<file path="src/rtl/bcd_counter_7seg_scan.sv">
// Multi-digit BCD up/down counter driving a time-multiplexed 7-segment display.
// Count updates one cycle after its controls; seg/dig_sel follow one cycle later; no backpressure.
module bcd_counter_7seg_scan #(
   parameter int DIGITS     = 4,
   parameter int SCAN_DIV   = 4,
   parameter int ACTIVE_LOW = 0,
   parameter int BLANK_LZ   = 1
) (
   input  logic                  clk,
   input  logic                  rst,
   input  logic                  en,
   input  logic                  up,
   input  logic                  load,
   input  logic [4*DIGITS-1:0]   load_val,
   output logic [4*DIGITS-1:0]   count,
   output logic                  carry,
   output logic                  load_err,
   output logic [DIGITS-1:0]     dig_sel,
   output logic [6:0]            seg
);

   localparam int IDX_W = (DIGITS > 1) ? $clog2(DIGITS) : 1;
   localparam int PRE_W = (SCAN_DIV > 1) ? $clog2(SCAN_DIV) : 1;
   localparam logic [DIGITS-1:0] SEL_POL = (ACTIVE_LOW != 0) ? '1 : '0;
   localparam logic [6:0]        SEG_POL = (ACTIVE_LOW != 0) ? '1 : '0;
   localparam logic [DIGITS-1:0] SEL_RST = SEL_POL ^ DIGITS'(1);
   localparam logic [6:0]        SEG_RST = SEG_POL ^ 7'b1111110;

   function automatic logic [6:0] glyph(input logic [3:0] d);
      case (d)
         4'd0:    glyph = 7'b1111110;
         4'd1:    glyph = 7'b0110000;
         4'd2:    glyph = 7'b1101101;
         4'd3:    glyph = 7'b1111001;
         4'd4:    glyph = 7'b0110011;
         4'd5:    glyph = 7'b1011011;
         4'd6:    glyph = 7'b1011111;
         4'd7:    glyph = 7'b1110000;
         4'd8:    glyph = 7'b1111111;
         4'd9:    glyph = 7'b1111011;
         default: glyph = 7'b0000000;
      endcase
   endfunction

   logic [4*DIGITS-1:0] count_q, count_d;
   logic                carry_q, carry_d;
   logic                load_err_q, load_err_d;
   logic [PRE_W-1:0]    pre_q, pre_d;
   logic [IDX_W-1:0]    idx_q, idx_d;
   logic [DIGITS-1:0]   dig_sel_q, dig_sel_d;
   logic [6:0]          seg_q, seg_d;

   logic [4*DIGITS-1:0] stepped, loaded;
   logic [3:0]          nib, sel_nib;
   logic                chain, bad_nib, pre_last, zero_run, sel_blank;

   // Counter: ripple the +/-1 through the digits; a chain surviving the top digit is a wrap.
   always_comb begin
      stepped = count_q;
      loaded  = '0;
      nib     = '0;
      chain   = 1'b1;
      bad_nib = 1'b0;
      for (int i = 0; i < DIGITS; i++) begin
         nib = count_q[4*i +: 4];
         if (chain) begin
            if (up) begin
               if (nib == 4'd9) nib = 4'd0;
               else begin
                  nib   = nib + 4'd1;
                  chain = 1'b0;
               end
            end else begin
               if (nib == 4'd0) nib = 4'd9;
               else begin
                  nib   = nib - 4'd1;
                  chain = 1'b0;
               end
            end
         end
         stepped[4*i +: 4] = nib;
      end
      for (int i = 0; i < DIGITS; i++) begin
         if (load_val[4*i +: 4] > 4'd9) bad_nib = 1'b1;
         else loaded[4*i +: 4] = load_val[4*i +: 4];
      end

      count_d    = count_q;
      carry_d    = 1'b0;
      load_err_d = 1'b0;
      if (load) begin
         count_d    = loaded;
         load_err_d = bad_nib;
      end else if (en) begin
         count_d = stepped;
         carry_d = chain;
      end
   end

   // Display registers are fed from the next scan index so dig_sel tracks the index with no lag.
   always_comb begin
      pre_last = (pre_q == PRE_W'(SCAN_DIV - 1));
      pre_d    = pre_last ? '0 : pre_q + PRE_W'(1);
      idx_d    = idx_q;
      if (pre_last) idx_d = (idx_q == IDX_W'(DIGITS - 1)) ? '0 : idx_q + IDX_W'(1);

      sel_nib   = '0;
      sel_blank = 1'b0;
      zero_run  = 1'b1;
      dig_sel_d = SEL_POL;
      for (int i = DIGITS - 1; i >= 0; i--) begin
         zero_run = zero_run & (count_q[4*i +: 4] == 4'd0);
         if (idx_d == IDX_W'(i)) begin
            sel_nib      = count_q[4*i +: 4];
            sel_blank    = (BLANK_LZ != 0) && (i > 0) && zero_run;
            dig_sel_d[i] = ~SEL_POL[i];
         end
      end
      seg_d = SEG_POL ^ (sel_blank ? 7'b0000000 : glyph(sel_nib));
   end

   always_ff @(posedge clk) begin
      if (rst) begin
         count_q    <= '0;
         carry_q    <= 1'b0;
         load_err_q <= 1'b0;
         pre_q      <= '0;
         idx_q      <= '0;
         dig_sel_q  <= SEL_RST;
         seg_q      <= SEG_RST;
      end else begin
         count_q    <= count_d;
         carry_q    <= carry_d;
         load_err_q <= load_err_d;
         pre_q      <= pre_d;
         idx_q      <= idx_d;
         dig_sel_q  <= dig_sel_d;
         seg_q      <= seg_d;
      end
   end

   assign count    = count_q;
   assign carry    = carry_q;
   assign load_err = load_err_q;
   assign dig_sel  = dig_sel_q;
   assign seg      = seg_q;

endmodule

</file>
<file path="config.mk">
export PLATFORM = sky130hd
export DESIGN_NAME = bcd_counter_7seg_scan
export DESIGN_NICKNAME = d
export VERILOG_FILES = /design/src/rtl/bcd_counter_7seg_scan.sv
export SDC_FILE = /design/constraint.sdc
export NUM_CORES = 1
export LEC_CHECK = 0
export ABC_AREA = 1
export BUFFER_PORTS_ARGS = -buffer_cell sky130_fd_sc_hd__buf_2
export CORE_ASPECT_RATIO = 1.2
export CORE_MARGIN = 2
export CORE_UTILIZATION = 30
export DETAILED_ROUTE_END_ITERATION = 8
export PLACE_DENSITY = 0.6
export SYNTH_ARGS = -nofsm -noshare
export SYNTH_HDL_FRONTEND = slang
export SYNTH_SLANG_ARGS = --single-unit
export TNS_END_PERCENT = 20
</file>
<file path="constraint.sdc">
create_clock -name clk -period 6.35 [get_ports clk]
set_clock_uncertainty 0.1 [all_clocks]
set_input_delay 0.9525 -clock clk [delete_from_list [all_inputs] [get_ports clk]]
set_output_delay 0.9525 -clock clk [all_outputs]
set_load 0.05 [all_outputs]
</file>
* Yosys cells after proc, flatten, opt, wreduce, memory -nomap -nowiden
Memories as Yosys holds them, arrays and structs flattened.
Index checks and enable logic that the tools add are counted.
** Word-level totals
- Register bits :: 33
- ROM bits :: 112
- Output and inout bits :: 29
- Logic and storage cells :: 110
- Memories kept :: 1
** Memories
- (no name shown) :: depth 16, bits a word 7, rd ports 1, clocked after Yosys merged registers in 0, wr ports 0, line 30 : case (d)
** Cells by class
- $add $sub $neg :: 10
- Magnitude comparators :: 4
- Eq/ne operators :: 9
- Mux-type cells :: 54
- Bitwise gates (word level) :: 5
- Reductions and logical operators :: 16
** Operators by type and width (count)
- $mux W4 :: 23
- $mux W16 :: 2
- $mux W1 :: 26
- $add A4 B1 Y4 const B :: 4
- $eq A4 B4 Y1 const B :: 4
- $gt A4 B4 Y1 const B :: 4
- $logic_not A4 Y1 :: 4
- $sub A4 B1 Y4 const B :: 4
- $eq A2 B2 Y1 const B :: 4
- $reduce_bool A2 Y1 :: 4
- $mux W7 :: 1
- $reduce_and A2 Y1 :: 3
- $reduce_or A2 Y1 :: 3
- $add A2 B1 Y2 const B :: 2
- $mux W2 :: 2
- $reduce_or A4 Y1 :: 1
- $not A1 Y1 :: 3
- $and A1 B1 Y1 :: 2
- $eq A2 B1 Y1 const B :: 1
- $logic_not A2 Y1 :: 1

* Longest topological paths before layout
Gate-level depths: netlist of the first run.
An unclocked memory read counts as a cell.
- Word-level depth :: 10
- Gate-level depth with buffers :: 16
- Mapped depth without buffers :: 15

* Worst setup path before layout of the first run
No wires, ideal clock.
- Path kind :: flip-flop to flip-flop
- Start point :: reg pre_q[0]
- End point :: reg seg_q[3], in the netlist seg[3]
- Setup time :: 0.125 ns
- Arrival :: 1.881 ns
- Required time :: 6.125 ns
- Slack :: 4.245 ns
- Stages on the path, launching flop included :: 13
- Buffers on the path :: 1
- Period minus slack after synthesis :: 2.105 ns
- Cell sequence :: dfxtp_1 -> ha_1 -> buf_6 -> o21ai_4 -> nand3_2 -> a21oi_4 -> inv_1 -> ha_1 -> inv_1 -> nand3_1 -> nand3_1 -> nand3_1 -> nand2_1
** Between the ends
- Word-level cells in the longest chain between the ends :: 9
** RTL lines
- start, declared :: line 48 : logic [PRE_W-1:0] pre_q, pre_d;
- start signal, assigned :: line 135 : pre_q <= pre_d;
- $eq A2 B2 Y1 * :: line 102 : pre_last = (pre_q == PRE_W'(SCAN_DIV - 1));
- $mux W2 * :: line 105 : if (pre_last) idx_d = (idx_q == IDX_W'(DIGITS - 1)) ? '0 : idx_q + IDX_W'(1);
- $eq A2 B2 Y1 :: line 113 : if (idx_d == IDX_W'(i)) begin
- $mux W4 (4 in series) :: line 113
- $mem_v2 Z16 W7
- $mux W7 * :: line 119 : seg_d = SEG_POL ^ (sel_blank ? 7'b0000000 : glyph(sel_nib));
- end signal, assigned :: line 138 : seg_q <= seg_d;
- end, declared :: line 51 : logic [6:0] seg_q, seg_d;
Every way passes the cells marked *; elsewhere a longest branch is shown, timed or not.
A chain may end at the register's enable or synchronous reset.

* Final worst setup path of the first run
Ends and elaborated chain as after synthesis.

==> results.txt, run 1 <==
----------------------------------------------------
[Detailed routing]
  Initial DRT Pass Iterations ... 4
  Total via count in the routed design ... 2490
  Post-Route WL ... 6380 um
  Number of DRC violations after detailed-routing iteration 0 ... 89
  Detailed-route wire length per cell ... 12.6 um
  Detail-routed via count per cell ... 4.92
  Final antenna-violating net count ... 0
  DRC errors left ... 0

[GRT]
  GR met3 Demand/Resource ... 0.0285
  Wire length of the first global-routing pass ... 10600 um
  Routing usage on met1 ... 0.185
  Number of antenna violations at the first check in global routing ... 0
  Met2 GRT Util ... 0.261
  Gr usage total ... 0.149
  Most utilized layer in the global route result ... met2
  Vias in the first global route ... 2336
  Gr ovfl total ... 0
  Largest net degree at the start of global routing ... 23

[Clock tree]
  Number of buffers inserted to repair setup after CTS ... 0
  Total clock buffers created by CTS ... 5
  TritonCTS clock tree ... yes
  Count of clock tree sinks ... 33
  Clock network latency to the later pin of the worst-skew pair ... 290 ps
  CTS HTree Levels ... 2
  CTS clk-pin slew, worst paths ... 70 ps
  CTS max path bufs ... 2
  Library cell used as clock root buffer ... sky130_fd_sc_hd__clkbuf_8
  CTS resizes ... 0
  Hold bufs inserted after CTS ... 0

[Timing]
  PnR worst setup slack ... 3840 ps
  Max-slew violation total from the final report ... 0
  RSZ-0062 raised after global routing ... no
  Final TNS setup ... 0 ps
  Post-route minimum period ... 2510 ps
  Count of final setup violators ... 0
  Rel. slew slack ... 0.544
  Fmax ... 398 MHz
  Actual slew at the worst max-slew pin ... 683 ps
  Fraction of the cycle the final worst path needs ... 0.396
  Hold Fails Final Rpt ... 0

[Yosys]
  Yosys cell types ... 38
  Post-Synthesis Cells ... 369
  Biggest area contributors in the synthesized netlist ... sky130_fd_sc_hd__dfxtp_1 28%, sky130_fd_sc_hd__nand2_1 11%, sky130_fd_sc_hd__nand3_1 7.3%
  Async set-or-reset flop fraction in the synthesized netlist ... 0
  Post-synth EDFFs ... 0
  Net count after synthesis ... 397
  Area of the mapped netlist ... 2390 um^2
  Part of the Yosys area used for sequential elements ... 0.276
  Fraction of synthesized cell area taken by the top area cell type ... 0.276
  Post-synthesis cell type with the largest combined area ... sky130_fd_sc_hd__dfxtp_1
  Warnings from Yosys ... 0
  Most instantiated flip-flop cell in the synthesis netlist ... sky130_fd_sc_hd__dfxtp_1
  Register bit total from synthesis ... 33
  Average cell area after synthesis ... 6.48 um^2

[Outcome]
  Run status ... finished, final reports clean

[Setup path]
  Critical path type ... reg2reg
  CP max stage cell ... sky130_fd_sc_hd__ha_1
  Crit path DAT ... 2580 ps
  Critical path's most frequent cell ... sky130_fd_sc_hd__nand3_1
  Startpoint type of the worst setup path ... flop
  Critical-path cell list ... ha_1 -> nand2_1 -> o21ai_4 -> nand3_2 -> a21oi_4 -> inv_1 -> ha_1 -> inv_1 -> nand3_1 -> nand3_1 -> nand3_1 -> nand2_1
  Crit Path Max Fanout ... 9
  Delay of the slowest cell on the worst path ... 420 ps
  Required time at the worst-slack endpoint ... 6420 ps
  Sort of element at the end of the critical path ... flop

[Layout]
  Area delta synth->final ... 15.8%
  Net total in the final layout ... 441
  Number of inserted diodes ... 0
  Cell area after layout ... 2770 um^2
  Layout cells sized above 1 ... 0.232
  Fill count ... 858

[Power and ir drop]
  Leak ... 1.33 nW
  Pwr per Cell Area ... 247 nW/um^2
  Maximum ir drop on the vdd rail ... 93.2 uV

[Floorplan]
  Starting density of the core ... 0.310
  Die span in y ... 102 um
  Number of placement rows ... 35
  Count of boundary I/O pins ... 50
  CORE AREA ... 7710 um^2
  Area of the die ... 8700 um^2
  Chip width ... 85.5 um

[Placement]
  GP Congestion ... 0.842
  Post-detail-place hpwl ... 4920 um
  Number of I/O port buffers ... 49
  Setup WS pre-CTS ... 3840 ps
  Post-placement cell area ... 2690 um^2

[Run]
  Number of max-cap violations ... 0

[Hold path]
  Hold WC Path Type ... reg2reg

----------------------------------------------------
## state kept, by name (all words and copies together), names as in the netlist
name / count
carry: 1
idx_q: 2
load_err: 1
dig_sel: 4
pre_q: 2
seg: 7
count: 16
## Yosys cell counts, types with 2 or more instances
library cell / n
sky130_fd_sc_hd__a21oi_1: 25
sky130_fd_sc_hd__a31oi_1: 2
sky130_fd_sc_hd__buf_2: 4
sky130_fd_sc_hd__buf_6: 2
sky130_fd_sc_hd__clkbuf_1: 6
sky130_fd_sc_hd__dfxtp_1: 33
sky130_fd_sc_hd__ha_1: 7
sky130_fd_sc_hd__inv_1: 40
sky130_fd_sc_hd__inv_2: 6
sky130_fd_sc_hd__nand2_1: 67
sky130_fd_sc_hd__nand2_2: 9
sky130_fd_sc_hd__nand2_4: 4
sky130_fd_sc_hd__nand3_1: 35
sky130_fd_sc_hd__nand3_2: 5
sky130_fd_sc_hd__nand4_1: 4
sky130_fd_sc_hd__nor2_1: 43
sky130_fd_sc_hd__nor2_2: 5
sky130_fd_sc_hd__nor2_4: 3
sky130_fd_sc_hd__nor3_1: 9
sky130_fd_sc_hd__o211ai_1: 2
sky130_fd_sc_hd__o21ai_0: 34
sky130_fd_sc_hd__o21ai_1: 3
sky130_fd_sc_hd__o21ai_2: 3
sky130_fd_sc_hd__xor2_1: 4
## placed cells by master (no fill, tap or decap), types with 9 or more instances in the layout
cell type                 instances
sky130_fd_sc_hd__nand3_1         35
sky130_fd_sc_hd__nor3_1           9
sky130_fd_sc_hd__nand2_2          9
sky130_fd_sc_hd__nor2_1          43
sky130_fd_sc_hd__inv_1           40
sky130_fd_sc_hd__dfxtp_1         33
sky130_fd_sc_hd__buf_2           49
sky130_fd_sc_hd__o21ai_0         34
sky130_fd_sc_hd__nand2_1         67
sky130_fd_sc_hd__a21oi_1         25
## report_power, final
| group | total (W) | internal, W | leakage, nW | switching [W] |
|---|---|---|---|---|
| Clock | 0.000156 | 0.0000760 | 0.0450 | 0.0000799 |
| Combinational | 0.000279 | 0.0000801 | 1.02 | 0.000199 |
| Sequential | 0.000249 | 0.000230 | 0.272 | 0.0000198 |
| Total | 0.000684 | 0.000386 | 1.33 | 0.000299 |
## area by class of cell
type / instances / area [um^2] / share of cell area
inverters: 47 / 179 / 0.0646
clock inverters: 2 / 10.0 / 0.00361
multi-input cells: 277 / 1490 / 0.537
repair buffers: 49 / 245 / 0.0886
flip-flops and latches: 33 / 661 / 0.239
well taps: 92 / 115 / 0.0416
clock buffers: 6 / 72.6 / 0.0262
## path summary, 6_finish.rpt
check,startpoint,endpoint,slack (ps),cells after the start
setup / recovery,pre_q[0],seg[3],3840,12
hold reg to reg,pre_q[0],pre_q[0],330,1
setup reg to reg,pre_q[0],seg[3],3840,12
hold / removal,pre_q[0],pre_q[0],330,1
## per-layer routing
| layer | vias up | wire length (um) | part of all wire |
|---|---|---|---|
| met2 | 62 | 3110 | 0.49 |
| met4 | 0 | 58 | 0.0091 |
| li1 | 1306 | - | - |
| met1 | 1116 | 2860 | 0.45 |
| met5 | - | 0 | 0 |
| met3 | 6 | 357 | 0.056 |
## cells by family after synthesis
family | synth area share
AND/OR/NAND/NOR | 0.381
AO/OA/AOI/OAI | 0.189
buffers and inverters | 0.102
flip-flops | 0.276
adder cells (fa/ha/maj) | 0.0366
XOR/XNOR | 0.0147
## worst max-delay path, delay by kind of cell, from the launching register on
kind	cells	cell delay, ps
fa+ha+maj	2	710
compound gates	2	430
simple gates	6	650
buf+inv	2	170
flops	1	330
## through the flow
stage	utilization	std cells	total power (W)	hold slack, ps
2_1_floorplan	-	369	0.000474	304
3_5_place_dp	0.349	498	0.000533	320
4_1_cts	0.359	506	0.000691	331
5_1_grt	0.359	506	0.000729	373
6_report	0.359	506	0.000684	327
3_3_place_gp	0.349	498	0.000531	313
Power figures use the tool's default switching activity.
==> run 2: changes to the inputs <==
--- a/config.mk
+++ b/config.mk
@@ -5,7 +5,7 @@
 export SDC_FILE = /design/constraint.sdc
 export NUM_CORES = 1
 export LEC_CHECK = 0
-export ABC_AREA = 1
+export ABC_AREA = 0
 export BUFFER_PORTS_ARGS = -buffer_cell sky130_fd_sc_hd__buf_2
 export CORE_ASPECT_RATIO = 1.2
 export CORE_MARGIN = 2
==> constraint.sdc (replaced) <==
create_clock -name clk -period 2.6 [get_ports clk]
set_clock_uncertainty 0.1 [all_clocks]
set_input_delay 0.39 -clock clk [delete_from_list [all_inputs] [get_ports clk]]
set_output_delay 0.39 -clock clk [all_outputs]
set_load 0.05 [all_outputs]
==> results.txt, run 2 <==
----------------------------------------------------
[Detailed routing]
  Detailed-route wire length per cell ... 14.2 um (+13%)
  Initial DRT Pass Iterations ... 4 (unchanged)
  DRC errors left ... 0 (unchanged)
  Final antenna-violating net count ... 0 (unchanged)
  Total via count in the routed design ... 2215 (-11%)
  Number of DRC violations after detailed-routing iteration 0 ... 147 (+65%)
  Post-Route WL ... 5940 um (-7.0%)
  Detail-routed via count per cell ... 5.31 (+7.9%)

[Yosys]
  Register bit total from synthesis ... 33 (unchanged)
  Net count after synthesis ... 308 (-22%)
  Part of the Yosys area used for sequential elements ... 0.295 (+0.0190)
  Adder and majority gate portion of the synthesized area ... 0.0391 (+0.00252)
  Xor/xnor cell area share of the yosys netlist ... 0.0391 (+0.0245)
  Area of the mapped netlist ... 2240 um^2 (-6.4%)
  Async set-or-reset flop fraction in the synthesized netlist ... 0 (unchanged)
  Warnings from Yosys ... 0 (unchanged)
  Multiplexer share of the synthesized area ... 0.0749 (+0.0749)
  Most instantiated flip-flop cell in the synthesis netlist ... sky130_fd_sc_hd__dfxtp_1
  Biggest area contributors in the synthesized netlist ... sky130_fd_sc_hd__dfxtp_1 30%, sky130_fd_sc_hd__a21oi_1 4.5%, sky130_fd_sc_hd__o21ai_0 4.3%
  Post-synthesis cell type with the largest combined area ... sky130_fd_sc_hd__dfxtp_1
  Fraction of the mapped netlist area in compound gates ... 0.254 (+0.0650)
  Ranking of synthesized cells by instance count ... 33 x sky130_fd_sc_hd__dfxtp_1, 24 x sky130_fd_sc_hd__nor2_1, 22 x sky130_fd_sc_hd__clkbuf_1
  Post-synth EDFFs ... 0 (unchanged)
  Most numerous cell in the Yosys netlist ... sky130_fd_sc_hd__dfxtp_1
  Largest family of logic cells by synthesized area ... compound AO/OA/AOI/OAI gates
  Fraction of synthesized cell area taken by the top area cell type ... 0.295 (+0.0190)
  Average cell area after synthesis ... 7.99 um^2 (+23%)
  Post-synthesis simple-gate area fraction ... 0.232 (-0.149)
  Post-Synthesis Cells ... 280 (-24%)
  Yosys cell types ... 52 (+37%)

[Clock tree]
  CTS clk-pin slew, worst paths ... 70 ps (about the same)
  Count of clock tree sinks ... 33 (unchanged)
  CTS resizes ... 0 (unchanged)
  Library cell used as clock root buffer ... sky130_fd_sc_hd__clkbuf_8
  CTS max path bufs ... 2 (unchanged)
  CTS HTree Levels ... 2 (unchanged)
  Total clock buffers created by CTS ... 5 (unchanged)
  Number of buffers inserted to repair setup after CTS ... 0 (unchanged)
  TritonCTS clock tree ... yes
  Clock network latency to the later pin of the worst-skew pair ... 290 ps (about the same)
  Hold bufs inserted after CTS ... 0 (unchanged)

[GRT]
  Wire length of the first global-routing pass ... 9990 um (-5.3%)
  Number of antenna violations at the first check in global routing ... 0 (unchanged)
  Largest net degree at the start of global routing ... 33 (+43%)
  Gr usage total ... 0.147 (-0.00139)
  Gr ovfl total ... 0 (unchanged)
  Vias in the first global route ... 2095 (-10%)

[Timing]
  Fraction of the cycle the final worst path needs ... 0.953 (+0.557)
  Post-route minimum period ... 2480 ps (-34.7 ps)
  Count of final setup violators ... 0 (unchanged)
  Hold Fails Final Rpt ... 0 (unchanged)
  Actual slew at the worst max-slew pin ... 602 ps (-80.7 ps)
  Final TNS setup ... 0 ps (unchanged)
  Fmax ... 404 MHz (+1.4%)
  RSZ-0062 raised after global routing ... no
  Max-slew violation total from the final report ... 0 (unchanged)
  Rel. slew slack ... 0.599 (+0.0543)

[Power and ir drop]
  Leak ... 1.13 nW (-15%)
  Maximum ir drop on the vdd rail ... 241 uV (+160%)
  Pwr per Cell Area ... 508 nW/um^2 (+110%)

[Layout]
  Number of inserted diodes ... 0 (unchanged)
  Most common library cell in the layout ignoring fill and taps ... sky130_fd_sc_hd__buf_2
  Top library cells by usage in the layout, fill and taps aside ... 49 x sky130_fd_sc_hd__buf_2, 33 x sky130_fd_sc_hd__dfxtp_1, 24 x sky130_fd_sc_hd__nor2_1, 20 x sky130_fd_sc_hd__a21oi_1
  Number of standard cells in the final layout excluding fillers ... 417 (-18%)
  Flip-flop count of the largest register, all copies and words added ... 16 (unchanged)
  Net total in the final layout ... 354 (-20%)
  Layout cells sized above 1 ... 0.263 (+0.0311)
  Area delta synth->final ... 21.8%

[Floorplan]
  Number of placement rows ... 34 (-2.9%)
  CORE AREA ... 7230 um^2 (-6.2%)
  Area of the die ... 8170 um^2 (-6.2%)
  Count of boundary I/O pins ... 50 (unchanged)
  Chip width ... 82.8 um (-3.1%)
  Die span in y ... 98.6 um (-3.1%)
  Starting density of the core ... 0.309 (-0.000885)

[Setup path]
  Critical path type ... reg2reg
  Critical-path cell list ... ha_4 -> or3b_1 -> o21a_1 -> buf_4 -> mux4_2 -> and3_4 -> a311o_1
  Worst R2R Start ... pre_q[0]
  Reg-to-reg setup timing slack ... 120 ps (-3720 ps)
  Sort of element at the end of the critical path ... flop
  CP delay by family, top ... simple AND/OR/NAND/NOR gates
  Buffer and inverter count on the worst path ... 1 (-1)
  CP max stage cell ... sky130_fd_sc_hd__mux4_2
  Startpoint type of the worst setup path ... flop
  End of the worst register-to-register path ... seg[6]
  Crit Path Max Fanout ... 7 (-2)
  Crit path DAT ... 2550 ps (-30 ps)
  Depth of the worst register-to-register path ... 7 (-5)
  Required time at the worst-slack endpoint ... 2670 ps (-3750 ps)
  Delay of the slowest cell on the worst path ... 500 ps (+80 ps)

[Hold path]
  Hold Path Depth ... 3 (+2)
  Worst min-delay path startpoint ... load_val[1]
  Hold WC Path Type ... in2reg
  End point of the most critical hold path ... count[1]

[Placement]
  GP Congestion ... 0.866 (+2.9%)
  Post-detail-place hpwl ... 4490 um (-8.8%)
  Placed cell count ... 409 (-18%)
  Number of I/O port buffers ... 49 (unchanged)

[Run]
  Number of max-cap violations ... 0 (unchanged)

[Outcome]
  Run status ... finished, final reports clean

----------------------------------------------------
run 2: worst reg2reg max path, delay by kind of cell, from the launching register on:
family,cells,cell delay [ps]
buffers and inverters,1,170
adder cells (fa/ha/maj),1,160
AND/OR/NAND/NOR,2,610
flip-flops,1,370
multiplexers,1,500
AO/OA/AOI/OAI,2,450
run 2: stage by stage:
stage                     setup WS (ps)  total power, W  hold slack [ps]  cell area (um^2)  utilization
after CTS                          87.3         0.00139              259              2700        0.374
after global routing               3.55         0.00146              276              2730        0.377
final                               123         0.00138              263              2730        0.377
after global placement              150         0.00101              317              2620        0.362
after detailed placement            114         0.00102              321              2620        0.362
after floorplan                    22.4        0.000901              309              2240            -
run 2: routing by layer:
layer | vias to the layer above | wire, um | global-route usage
met5 | - | 0 | 0
met4 | 0 | 112 | 0.0555
met3 | 8 | 300 | 0.0360
met2 | 56 | 2920 | 0.254
li1 | 1118 | - | -
met1 | 1033 | 2610 | 0.177
run 2: cells by family after synthesis:
family          after synthesis
xor+xnor                     10
simple gates                 98
buf+inv                      37
mux                          11
compound gates               84
fa+ha+maj                     7
flops                        33
run 2: layout make-up:
type	count	area [um^2]
Clock buffer	6	72.6
Fill cell	752	4510
Timing Repair Buffer	65	378
Sequential cell	33	661
Multi-Input combinational cell	210	1450
Clock inverter	2	10.0
Inverter	11	41.3
Tap cell	90	113
run 2: report_power, final:
group | internal [W] | total (W) | switching, W
clock network | 0.000185 | 0.000374 | 0.000188
logic | 0.000156 | 0.000435 | 0.000279
registers | 0.000541 | 0.000574 | 0.0000335
total | 0.000883 | 0.00138 | 0.000501
run 2: how the worst max path moves through the flow:
stage                   from      to  slack [ps]  depth (start not counted)
floorplan           pre_q[0]  seg[5]          20                          9
global placement    pre_q[0]  seg[5]         150                          8
detailed placement  pre_q[0]  seg[5]         110                          8
CTS                 pre_q[0]  seg[5]          90                          8
global route        pre_q[0]  seg[1]           4                          7
finish              pre_q[0]  seg[6]         120                          7
==> run 3: changes to the inputs <==
--- a/config.mk
+++ b/config.mk
@@ -9,9 +9,9 @@
 export BUFFER_PORTS_ARGS = -buffer_cell sky130_fd_sc_hd__buf_2
 export CORE_ASPECT_RATIO = 1.2
 export CORE_MARGIN = 2
-export CORE_UTILIZATION = 30
+export CORE_UTILIZATION = 49
 export DETAILED_ROUTE_END_ITERATION = 8
-export PLACE_DENSITY = 0.6
+export PLACE_DENSITY = 0.84
 export SYNTH_ARGS = -nofsm -noshare
 export SYNTH_HDL_FRONTEND = slang
 export SYNTH_SLANG_ARGS = --single-unit
==> results.txt, run 3 (same netlist as run 2, synthesis figures left out) <==
----------------------------------------------------
[Clock tree]
  Hold bufs inserted after CTS ... 0 (unchanged)
  Number of buffers inserted to repair setup after CTS ... 0 (unchanged)
  CTS max path bufs ... 2 (unchanged)
  CTS clk-pin slew, worst paths ... 80 ps (about the same)
  Total clock buffers created by CTS ... 5 (unchanged)
  TritonCTS clock tree ... yes
  Library cell used as clock root buffer ... sky130_fd_sc_hd__clkbuf_8
  CTS resizes ... 0 (unchanged)
  Count of clock tree sinks ... 33 (unchanged)
  Clock network latency to the later pin of the worst-skew pair ... 290 ps (about the same)
  CTS HTree Levels ... 2 (unchanged)

[Timing]
  Max-slew violation total from the final report ... 0 (unchanged)
  Worst-case hold slack ... 258 ps (-4.55 ps)
  Hold Fails Final Rpt ... 0 (unchanged)
  Count of final setup violators ... 0 (unchanged)
  Actual slew at the worst max-slew pin ... 595 ps (-7.07 ps)
  RSZ-0062 raised after global routing ... no
  Final TNS setup ... 0 ps (unchanged)
  Fraction of the cycle the final worst path needs ... 0.961 (+0.00798)
  Fmax ... 400 MHz (-0.83%)
  Rel. slew slack ... 0.603 (+0.00472)
  PnR worst setup slack ... 102 ps (-20.7 ps)
  Post-route minimum period ... 2500 ps (+20.7 ps)

[Power and ir drop]
  Maximum ir drop on the vdd rail ... 362 uV (+50%)
  Pwr per Cell Area ... 589 nW/um^2 (+16%)
  Relative contribution of combinational cells to total power ... 0.270 (-0.045)
  Sequential share of power ... 0.362 (-0.053)
  Power dissipated by switching net loads ... 0.000515 W (+2.9%)
  Proportion of power drawn by the clock network ... 0.369 (+0.099)
  Leak ... 1.15 nW (+1.5%)
  Net Sw Frac ... 0.324 (-0.0376)
  Internal Pwr Total ... 0.00107 W (+22%)

[Placement]
  GP Congestion ... 0.856 (-1.1%)
  Setup WS pre-CTS ... 124 ps (+9.62 ps)
  Post-detail-place hpwl ... 4230 um (-5.9%)
  Placed cell count ... 374 (-8.6%)
  Number of I/O port buffers ... 49 (unchanged)

[Floorplan]
  CORE AREA ... 4330 um^2 (-40%)
  Area of the die ... 5120 um^2 (-37%)
  Starting density of the core ... 0.517 (+0.208)
  Number of placement rows ... 26 (-24%)
  Count of boundary I/O pins ... 50 (unchanged)
  Die span in y ... 78.0 um (-21%)
  Chip width ... 65.7 um (-21%)

[Layout]
  Footprint of the multi-input gates ... 1430 um^2 (-1.2%)
  Net total in the final layout ... 353 (-0.28%)
  Number of standard cells in the final layout excluding fillers ... 382 (-8.4%)
  Sequential cell area ... 661 um^2 (unchanged)
  Flip-flop count of the largest register, all copies and words added ... 16 (unchanged)
  Fill count ... 377 (-50%)
  Number of inserted diodes ... 0 (unchanged)
  Layout cells sized above 1 ... 0.255 (-0.00840)
  Most common library cell in the layout ignoring fill and taps ... sky130_fd_sc_hd__buf_2
  Top library cells by usage in the layout, fill and taps aside ... 49 x sky130_fd_sc_hd__buf_2, 33 x sky130_fd_sc_hd__dfxtp_1, 24 x sky130_fd_sc_hd__nor2_1, 20 x sky130_fd_sc_hd__a21oi_1
  Area delta synth->final ... 20.5%

[Detailed routing]
  Final antenna-violating net count ... 0 (unchanged)
  Number of DRC violations after detailed-routing iteration 0 ... 118 (-20%)
  Post-Route WL ... 5730 um (-3.5%)
  Initial DRT Pass Iterations ... 4 (unchanged)
  DRC errors left ... 0 (unchanged)
  Detailed-route wire length per cell ... 15.0 um (+5.3%)
  Total via count in the routed design ... 2273 (+2.6%)
  Detail-routed via count per cell ... 5.95 (+12%)

[Hold path]
  Hold WC Path Type ... in2reg

[GRT]
  Largest net degree at the start of global routing ... 33 (unchanged)
  Wire length of the first global-routing pass ... 9960 um (-0.28%)
  Number of antenna violations at the first check in global routing ... 0 (unchanged)
  Gr usage total ... 0.242 (+0.0952)
  Vias in the first global route ... 2160 (+3.1%)
  Gr ovfl total ... 0 (unchanged)

[Setup path]
  Critical-path cell list ... ha_1 -> or3b_1 -> o21a_1 -> buf_4 -> mux4_2 -> and3_4 -> a311o_1
  CP max stage cell ... sky130_fd_sc_hd__mux4_2
  Required time at the worst-slack endpoint ... 2670 ps (about the same)
  Crit Path Max Fanout ... 7 (unchanged)
  Reg-to-reg setup timing slack ... 100 ps (-20 ps)
  Startpoint type of the worst setup path ... flop
  Sort of element at the end of the critical path ... flop
  Critical path type ... reg2reg
  Crit path DAT ... 2570 ps (+20 ps)
  Delay of the slowest cell on the worst path ... 500 ps (about the same)

[Outcome]
  Run status ... finished, final reports clean

[Run]
  Number of max-cap violations ... 0 (unchanged)

----------------------------------------------------
run 3: power by group through the flow:
| stage | registers [W] | logic, W | clock network [W] |
|---|---|---|---|
| finish | 0.000575 | 0.000428 | 0.000585 |
| global route | 0.000580 | 0.000468 | 0.000612 |
| CTS | 0.000574 | 0.000427 | 0.000589 |
| detailed placement | 0.000586 | 0.000424 | 0 |
| global placement | 0.000584 | 0.000413 | 0 |
| floorplan | 0.000673 | 0.000228 | 0 |
run 3: worst paths after layout:
kind / cells past startpoint / end / startpoint
max: 7 / seg[3] / idx_q[0]
min: 3 / count[1] / load_val[1]
max reg2reg: 7 / seg[3] / idx_q[0]
min reg2reg: 1 / pre_q[0] / pre_q[0]
run 3: per-stage QoR:
step	util	total power, W	instance area [um^2]
floorplan	-	0.000901	2240
global placement	0.591	0.000997	2560
detailed placement	0.591	0.00101	2560
CTS	0.622	0.00159	2690
global route	0.623	0.00166	2700
finish	0.623	0.00159	2700
run 3: cell type report:
class,count,area share
Sequential cell,33,0.245
Timing Repair Buffer,64,0.133
Tap cell,56,0.0260
Clock inverter,3,0.0241
Multi-Input combinational cell,210,0.531
Inverter,11,0.0153
Clock buffer,5,0.0255
run 3: per-layer routing:
| layer | track usage | part of all wire |
|---|---|---|
| met2 | 0.411 | 0.51 |
| met1 | 0.291 | 0.40 |
| met5 | 0 | 0 |
| met4 | 0.104 | 0.031 |
| met3 | 0.0516 | 0.065 |
run 3: critical path: cells and delay by family, from the launching register on:
family                   cells  cell delay [ps]
AND/OR/NAND/NOR              2              610
multiplexers                 1              500
AO/OA/AOI/OAI                2              470
flip-flops                   1              330
adder cells (fa/ha/maj)      1              190
buffers and inverters        1              170
